==> src/rtl/serv_mem_arbiter.sv <==
// Shared-port memory arbiter for serv_top: round-robin command arbitration between the
// instruction and data ports, with an in-order route FIFO steering read data back.
module serv_mem_arbiter #(
    parameter int MAX_OUTSTANDING = 4,
    parameter int CNT_W           = $clog2(MAX_OUTSTANDING + 1)
) (
    input  logic             clock,
    input  logic             reset,

    input  logic [31:0]      i_i_ca_adr,
    input  logic             i_i_ca_vld,
    output logic             o_i_ca_rdy,
    output logic [31:0]      o_i_rd_dat,
    output logic             o_i_rd_vld,
    input  logic             i_i_rd_rdy,

    input  logic             i_d_ca_cmd,
    input  logic [31:0]      i_d_ca_adr,
    input  logic             i_d_ca_vld,
    output logic             o_d_ca_rdy,
    input  logic [31:0]      i_d_dm_dat,
    input  logic [3:0]       i_d_dm_msk,
    input  logic             i_d_dm_vld,
    output logic             o_d_dm_rdy,
    output logic [31:0]      o_d_rd_dat,
    output logic             o_d_rd_vld,
    input  logic             i_d_rd_rdy,

    output logic             o_m_ca_cmd,
    output logic [31:0]      o_m_ca_adr,
    output logic             o_m_ca_vld,
    input  logic             i_m_ca_rdy,
    output logic [31:0]      o_m_dm_dat,
    output logic [3:0]       o_m_dm_msk,
    output logic             o_m_dm_vld,
    input  logic             i_m_dm_rdy,
    input  logic [31:0]      i_m_rd_dat,
    input  logic             i_m_rd_vld,
    output logic             o_m_rd_rdy,

    output logic [CNT_W-1:0] o_outstanding,
    output logic             o_err
);

    localparam int PTR_W = (MAX_OUTSTANDING > 1) ? $clog2(MAX_OUTSTANDING) : 1;

    localparam logic [1:0] ST_IDLE   = 2'd0;
    localparam logic [1:0] ST_LOCK_I = 2'd1;
    localparam logic [1:0] ST_LOCK_D = 2'd2;

    localparam logic SRC_I = 1'b0;
    localparam logic SRC_D = 1'b1;

    logic [1:0]                 state_q, state_d;
    logic                       last_winner_q, last_winner_d;
    logic [MAX_OUTSTANDING-1:0] route_q;
    logic [PTR_W-1:0]           wr_ptr_q, rd_ptr_q;
    logic [CNT_W-1:0]           count_q, count_d;
    logic                       err_q, err_d;

    logic sel_d;
    logic sel_vld;
    logic sel_cmd;
    logic fifo_full;
    logic fifo_empty;
    logic block;
    logic accept;
    logic push;
    logic pop;
    logic head_src;

    // A locked port keeps the grant so the memory side sees stable vld/adr until accepted.
    always_comb begin
        sel_d = SRC_I;
        case (state_q)
            ST_LOCK_I: sel_d = SRC_I;
            ST_LOCK_D: sel_d = SRC_D;
            default: begin
                if (i_i_ca_vld && i_d_ca_vld) sel_d = ~last_winner_q;
                else                          sel_d = i_d_ca_vld;
            end
        endcase
    end

    assign sel_vld    = sel_d ? i_d_ca_vld : i_i_ca_vld;
    assign sel_cmd    = sel_d & i_d_ca_cmd;
    assign fifo_full  = (count_q == CNT_W'(MAX_OUTSTANDING));
    assign fifo_empty = (count_q == '0);
    assign block      = !sel_cmd && fifo_full;

    assign o_m_ca_vld = sel_vld && !block;
    assign o_m_ca_cmd = sel_cmd;
    assign o_m_ca_adr = sel_d ? i_d_ca_adr : i_i_ca_adr;
    assign o_i_ca_rdy = (sel_d == SRC_I) && i_m_ca_rdy && !block;
    assign o_d_ca_rdy = (sel_d == SRC_D) && i_m_ca_rdy && !block;

    assign accept = o_m_ca_vld && i_m_ca_rdy;
    assign push   = accept && !sel_cmd;

    assign head_src   = route_q[rd_ptr_q];
    assign o_m_rd_rdy = !fifo_empty && (head_src ? i_d_rd_rdy : i_i_rd_rdy);
    assign o_i_rd_vld = !fifo_empty && (head_src == SRC_I) && i_m_rd_vld;
    assign o_d_rd_vld = !fifo_empty && (head_src == SRC_D) && i_m_rd_vld;
    assign o_i_rd_dat = i_m_rd_dat;
    assign o_d_rd_dat = i_m_rd_dat;
    assign pop        = i_m_rd_vld && o_m_rd_rdy;

    assign o_m_dm_dat = i_d_dm_dat;
    assign o_m_dm_msk = i_d_dm_msk;
    assign o_m_dm_vld = i_d_dm_vld;
    assign o_d_dm_rdy = i_m_dm_rdy;

    assign o_outstanding = count_q;
    assign o_err         = err_q;

    always_comb begin
        state_d       = state_q;
        last_winner_d = accept ? sel_d : last_winner_q;
        count_d       = count_q + CNT_W'(push) - CNT_W'(pop);
        err_d         = err_q || (fifo_empty && i_m_rd_vld);
        case (state_q)
            ST_IDLE: begin
                if (sel_vld && !accept) state_d = sel_d ? ST_LOCK_D : ST_LOCK_I;
            end
            ST_LOCK_I, ST_LOCK_D: begin
                if (accept) state_d = ST_IDLE;
            end
            default: state_d = ST_IDLE;
        endcase
    end

    always_ff @(posedge clock) begin
        if (reset) begin
            state_q       <= ST_IDLE;
            last_winner_q <= SRC_D;
            wr_ptr_q      <= '0;
            rd_ptr_q      <= '0;
            count_q       <= '0;
            err_q         <= 1'b0;
        end else begin
            state_q       <= state_d;
            last_winner_q <= last_winner_d;
            count_q       <= count_d;
            err_q         <= err_d;
            if (push) wr_ptr_q <= wr_ptr_q + 1'b1;
            if (pop)  rd_ptr_q <= rd_ptr_q + 1'b1;
        end
    end

    // NOTE: route slots hold no reset; an entry is only read once the count says it was written.
    always_ff @(posedge clock) begin
        if (push) route_q[wr_ptr_q] <= sel_d;
    end

endmodule

==> config.mk <==
export PLATFORM = sky130hd
export DESIGN_NAME = serv_mem_arbiter
export DESIGN_NICKNAME = d
export VERILOG_FILES = /design/src/rtl/serv_mem_arbiter.sv
export SDC_FILE = /design/constraint.sdc
export NUM_CORES = 1
export LEC_CHECK = 0
export CAP_MARGIN = 20
export CELL_PAD_IN_SITES_DETAIL_PLACEMENT = 1
export CELL_PAD_IN_SITES_GLOBAL_PLACEMENT = 1
export CORE_ASPECT_RATIO = 0.75
export CORE_MARGIN = 10
export CORE_UTILIZATION = 16
export CTS_BUF_LIST = sky130_fd_sc_hd__clkbuf_8
export DETAILED_ROUTE_END_ITERATION = 8
export PLACE_DENSITY = 0.83
export SLEW_MARGIN = 20
export SYNTH_ARGS = -nofsm -noshare
export SYNTH_HDL_FRONTEND = slang
export SYNTH_SLANG_ARGS = --single-unit
==> constraint.sdc <==
create_clock -name clock -period 4.5 [get_ports clock]
set_clock_uncertainty 0.2 [all_clocks]
set_input_delay 0.9 -clock clock [delete_from_list [all_inputs] [get_ports clock]]
set_output_delay 0.9 -clock clock [all_outputs]
set_load 0.01 [all_outputs]
== Yosys cells after proc, flatten, opt, wreduce, memory -nomap -nowiden ==
Index checks and enable logic that the tools add are counted.
Operators by class
  bitwise gates (word level): 4
  muxes and demuxes: 14
  add/sub/neg operators: 4
  order comparisons: 3
  reductions and logical operators: 27
  eq/ne operators: 5
Operators with widths (count)
  2-to-1 mux 32 bit: 1
  logical AND 1 bit: 18
  < comparator 2 x 3 -> 1 bit, second input constant: 2
  2-to-1 mux 2 bit: 3
  2-to-1 mux 1 bit: 5
  adder 2 x 1 -> 2 bit, second input constant: 2
  bitwise mux 4 bit: 1
  logical NOT 1 bit: 4
  != test 2 bit, second input constant: 2
  one-hot mux 2 bit (2 select lines): 1
  adder 3 x 1 -> 3 bit: 1
  equality test 3 bit, second input constant: 1
  logical NOT 3 bit: 1
  inverter 1 bit: 3
  subtractor 3 x 1 -> 3 bit: 1
  binary-select mux 1 bit (select 2 bit): 1
  demux 1 bit (select 2 bit): 1
  equality test 2 x 1 -> 1 bit, second input constant: 1
  equality test 2 bit, second input constant: 1
  greater-or-equal comparator 2 x 1 -> 1 bit, second input constant: 1
  logical NOT 2 bit: 1
  one-hot mux 1 bit (2 select lines): 1
  AND reduction 2 bit: 1
  OR reduction 2 bit: 1
  2 further kinds: 2
Word-level totals
  register bits after elaboration: 15
  output and inout port bits: 145

== Longest topological paths before layout ==
  depth in word-level cells: 13
  gate-level depth with buffers: 15
  depth with buffers taken out: 15

== Worst setup path before layout ==
No wires, ideal clock.
  kind: input to register
  from: in i_d_ca_vld
  to: reg count_q[2] (netlist: o_outstanding[2])
  data arrival time: 2.966 ns
  setup slack: 1.206 ns
  required time: 4.172 ns
  buffers on the path: 0
  stages: 13
  cells stage by stage: nor2b_1 -> a22oi_4 -> inv_4 -> a211oi_4 -> inv_1 -> ha_1 -> inv_1 -> ha_1 -> inv_1 -> fa_1 -> xor2_1 -> xnor2_1 -> nor2_1
Between the ends
  word-level cells in the longest chain between the ends: 12
RTL lines
  from (decl): RTL line 19  | input logic i_d_ca_vld,
  logical AND 1 bit: RTL line 79  | if (i_i_ca_vld && i_d_ca_vld) sel_d = ~last_winner_q;
  2-to-1 mux 1 bit (*): RTL line 79
  one-hot mux 1 bit (2 select lines) (*): RTL line 75  | case (state_q)
  via sel_d: RTL line 61  | logic sel_d;
  AND 1 bit: RTL line 86  | assign sel_cmd = sel_d & i_d_ca_cmd;
  logical NOT 1 bit: RTL line 89, 98
  logical AND 1 bit: RTL line 89  | assign block = !sel_cmd && fifo_full;
  logical NOT 1 bit: RTL line 91  | assign o_m_ca_vld = sel_vld && !block;
  logical AND 1 bit: RTL line 91
  logical AND 1 bit: RTL line 97  | assign accept = o_m_ca_vld && i_m_ca_rdy;
  logical AND 1 bit (*): RTL line 98  | assign push = accept && !sel_cmd;
  adder 3 x 1 -> 3 bit (*): RTL line 119  | count_d = count_q + CNT_W'(push) - CNT_W'(pop);
  subtractor 3 x 1 -> 3 bit (*): RTL line 119
  to (signal assigned): RTL line 143  | count_q <= count_d;
  to (decl): RTL line 58  | logic [CNT_W-1:0] count_q, count_d;
The timed path passes the listed nets; every way through them passes the cells marked *.
A chain may end at the register's enable or synchronous reset.

== Worst setup path after layout ==
  from: in i_i_ca_vld
  to: out o_m_ca_adr[20]
Between the ends
  word-level cells in the longest chain between the ends: 4
RTL lines
  from (decl): RTL line 11  | input logic i_i_ca_vld,
  logical AND 1 bit: RTL line 79
  2-to-1 mux 1 bit: RTL line 79
  one-hot mux 1 bit (2 select lines): RTL line 75
  2-to-1 mux 32 bit: RTL line 93  | assign o_m_ca_adr = sel_d ? i_d_ca_adr : i_i_ca_adr;
  to (decl): RTL line 30  | output logic [31:0] o_m_ca_adr,
No other way between the ends.

==> impl_results.md <==
* Outcome: finished clean
* Clock Path Buffers at 2
* Worst EP arrival at between 2 and 3 ns
* Post-route ant nets at 0
* CP startpoint: i_i_ca_vld
* # IOs at roughly 290
* Peak supply drop at 0.116 mV
* Num CTS Buffers at 3
* Crit-path max FO at 32
* H-tree levels at 1
* Kind of cell adding the most delay to the critical path: buffers and inverters
* Critical path required time at between 3 and 4 ns
* Largest net degree at the start of global routing at 33
* DP Cell Count at 408
* Hold path start: last_winner_q$_SDFFE_PP1P_
* Worst slew pin tran at ~0.5 ns
* Grt total ovfl at 0
* GRT met1 Usage at 0.0606
* Mapped Area at 2060 sq um
* Achievable frequency at 248 MHz
* Drt wl/cell at 17.4 microns
* DR pass1 iterations at 4
* Bufs and invs on worst path at 3
* Final net count at approximately 400
* DRT iter0 DRCs at 28
* Multi-input gate area at ~900 sq um
* Pwr dens at between 300 and 400 nW/um^2
* Final count of pins violating max slew at 0
* Critical Path Slowest Stage Cell: clkdlybuf4s50_1
* CTS tree: built
* CP endpoint kind: output pin
* Register area share after synthesis at 0.165
* Worst path max stage delay at around 0.53 ns
* Async S/R FF share, synth at 0
* Most frequent cells in the layout: clkdlybuf4s50_1, mux2_2, nor2_1
* Via count at around 1,500
* CP Launch Type: primary input
* GR peak layer: met2
* Row count at 35
* Clk Latency, worst-skew pair at between 0.2 and 0.25 ns
* P_leak at between 0.9 and 1 nW
* Setup Viol. Count Final at 0
* Initial antenna violation count at 0
* Slew headroom at 0.669
* RSZ-0062 raised after global routing: false
* Die area at 17,900 sq um
* Met3 usage at 0.0419
* Critical path class: primary input to output pin
* Avg Cell Area, Syn at slightly below 9 sq um
* Mapped Cells at 232
* Yosys warnings at 0
* HPWL Detailed at between 6000 and 7000 microns
* Crit-path cells: clkdlybuf4s50_1 > nand2_1 > a22oi_4 > buf_12 > mux2_2 > clkdlybuf4s50_1
* Met2 Usage GRT at 0.142
* First-pass GRT wire length at ~10,000 microns
* Drt total wl at approximately 7200 microns
* DRC Markers at 0
* Most used cell, CP: clkdlybuf4s50_1
* Vias per inst at 3.62
* Layout cells sized above 1 at 0.179
* EDFF count, synth at 4
* Max-cap viol count at 0
* Final TNS setup at 0 ns
* Post_cts resized at 0
* Worst R2R Start: state_q[1]$_SDFFE_PP0P_
* Most common cell after layout, fill and taps aside: clkdlybuf4s50_1
* Area Growth Syn to Fin at 31.2%
* Filler cells at 1,449
* Post-synthesis net count at around 380
* GRT Total Usage at 0.0734
* Initial cell density of the core at 0.166
* Hold-fix buffers, CTS at 0
* ANT cells at 0
* Final hold viol count at 0
* Final Cycle Share at 0.897
* Postcts setup bufs at 0
* Reg clk slew, reported paths at ~0.060 ns
* Final GP Congestion at about 0.83
* Synth Flop Type: dfxtp_1
* Post-synthesis cell type count at 34
* Post-Layout Cell Count at between 400 and 500
* Tmin final at about 4.0 ns
* Vias in the first global route at 1,719
* Die width at around 150 microns
* Clock sink count at 15
* Min-Delay Path Class: flip-flop to flip-flop
* #FFs+latches synth at 15
* Die height at ~120 microns
* CORE AREA at about 12,000 sq um
* IO buf count at ~120
* Reg area at around 340 sq um
* Root buffer cell: clkbuf_8
## synthesized netlist by cell type (2+ instances only)
cell / count / area (sq um)
xor2_1: 2 / 17.5
nor2b_1: 3 / 18.8
buf_2: 3 / 15.0
xnor2_1: 3 / 26.3
and2_1: 6 / 37.5
o21ai_0: 3 / 15.0
nor2_1: 14 / 52.6
edfxtp_1: 4 / 120
nand2_1: 5 / 18.8
ha_1: 8 / 100
mux2_2: 32 / 360
dfxtp_1: 11 / 220
mux2i_1: 2 / 20.0
o311ai_0: 4 / 35.0
inv_1: 8 / 30.0
a21oi_1: 5 / 25.0
buf_4: 102 / 766
## area by class of cell
class / count / area share
inverters: 9 / 0.0134
multi-input cells: 102 / 0.333
clock buffers: 3 / 0.0153
well taps: 166 / 0.0768
repair buffers: 116 / 0.433
clock inverters: 1 / 0.00278
flip-flops and latches: 15 / 0.126
## where the power goes
group	switching [mW]	total, mW	internal, mW
combinational	0.262	0.611	0.349
sequential	0.0280	0.199	0.171
clock	0.0492	0.111	0.0620
## kinds of logic (layout without fill, tap and decap cells)
logic type	Yosys count	count (layout)	synth area share
AO/OA/AOI/OAI	17	17	0.0716
AND/OR/NAND/NOR	35	35	0.0837
multiplexers	36	36	0.202
XOR/XNOR	5	5	0.0212
buffers and inverters	115	129	0.398
adder cells (fa/ha/maj)	9	9	0.0583
flip-flops	15	15	0.165
## state kept, by name, indices dropped and copies added (netlist names)
signal and flops:
o_outstanding 3, wr_ptr_q 2, last_winner_q 1, route_q 4, o_err 1, state_q 2, rd_ptr_q 2
## path summary, 6_finish.rpt
check	end	slack, ns	depth (start not counted)
worst min-delay path	last_winner_q$_SDFFE_PP1P_	0.29	2
worst min register to register	last_winner_q$_SDFFE_PP1P_	0.29	2
worst max register to register	o_outstanding[2]$_SDFF_PP0_	1.15	15
worst max-delay path	o_m_ca_adr[20]	0.46	6
## per-layer routing
layer  vias up  routed length (microns)  share of wire
li1        698                        -              -
met1       698                     2240           0.31
met2        90                     3950           0.55
met3         5                      859           0.12
met4         0                       99          0.014
met5         -                        0              0
## through the flow
stage | area [sq um] | utilization | power, mW | hold WS [ns] | worst slack (ns)
floorplan | 2060 | - | 0.611 | 0.240 | 1.21
global placement | 2660 | 0.214 | 0.802 | 0.252 | 0.486
detailed placement | 2660 | 0.214 | 0.824 | 0.278 | 0.451
CTS | 2710 | 0.218 | 0.943 | 0.291 | 0.446
global route | 2710 | 0.218 | 0.988 | 0.324 | 0.338
finish | 2710 | 0.218 | 0.921 | 0.289 | 0.464
## worst reg2reg max path, stage by stage, from the launching register on
cell	delay [ns]
dfxtp_1	0.36
inv_1	0.06
ha_1	0.42
nor2b_1	0.12
a22oi_4	0.24
inv_4	0.12
a211oi_4	0.39
inv_1	0.09
ha_1	0.29
inv_1	0.05
ha_1	0.12
inv_1	0.05
fa_1	0.36
xor2_1	0.18
xnor2_1	0.14
nor2_1	0.05
No activity file was read; power rests on OpenSTA's default activity.
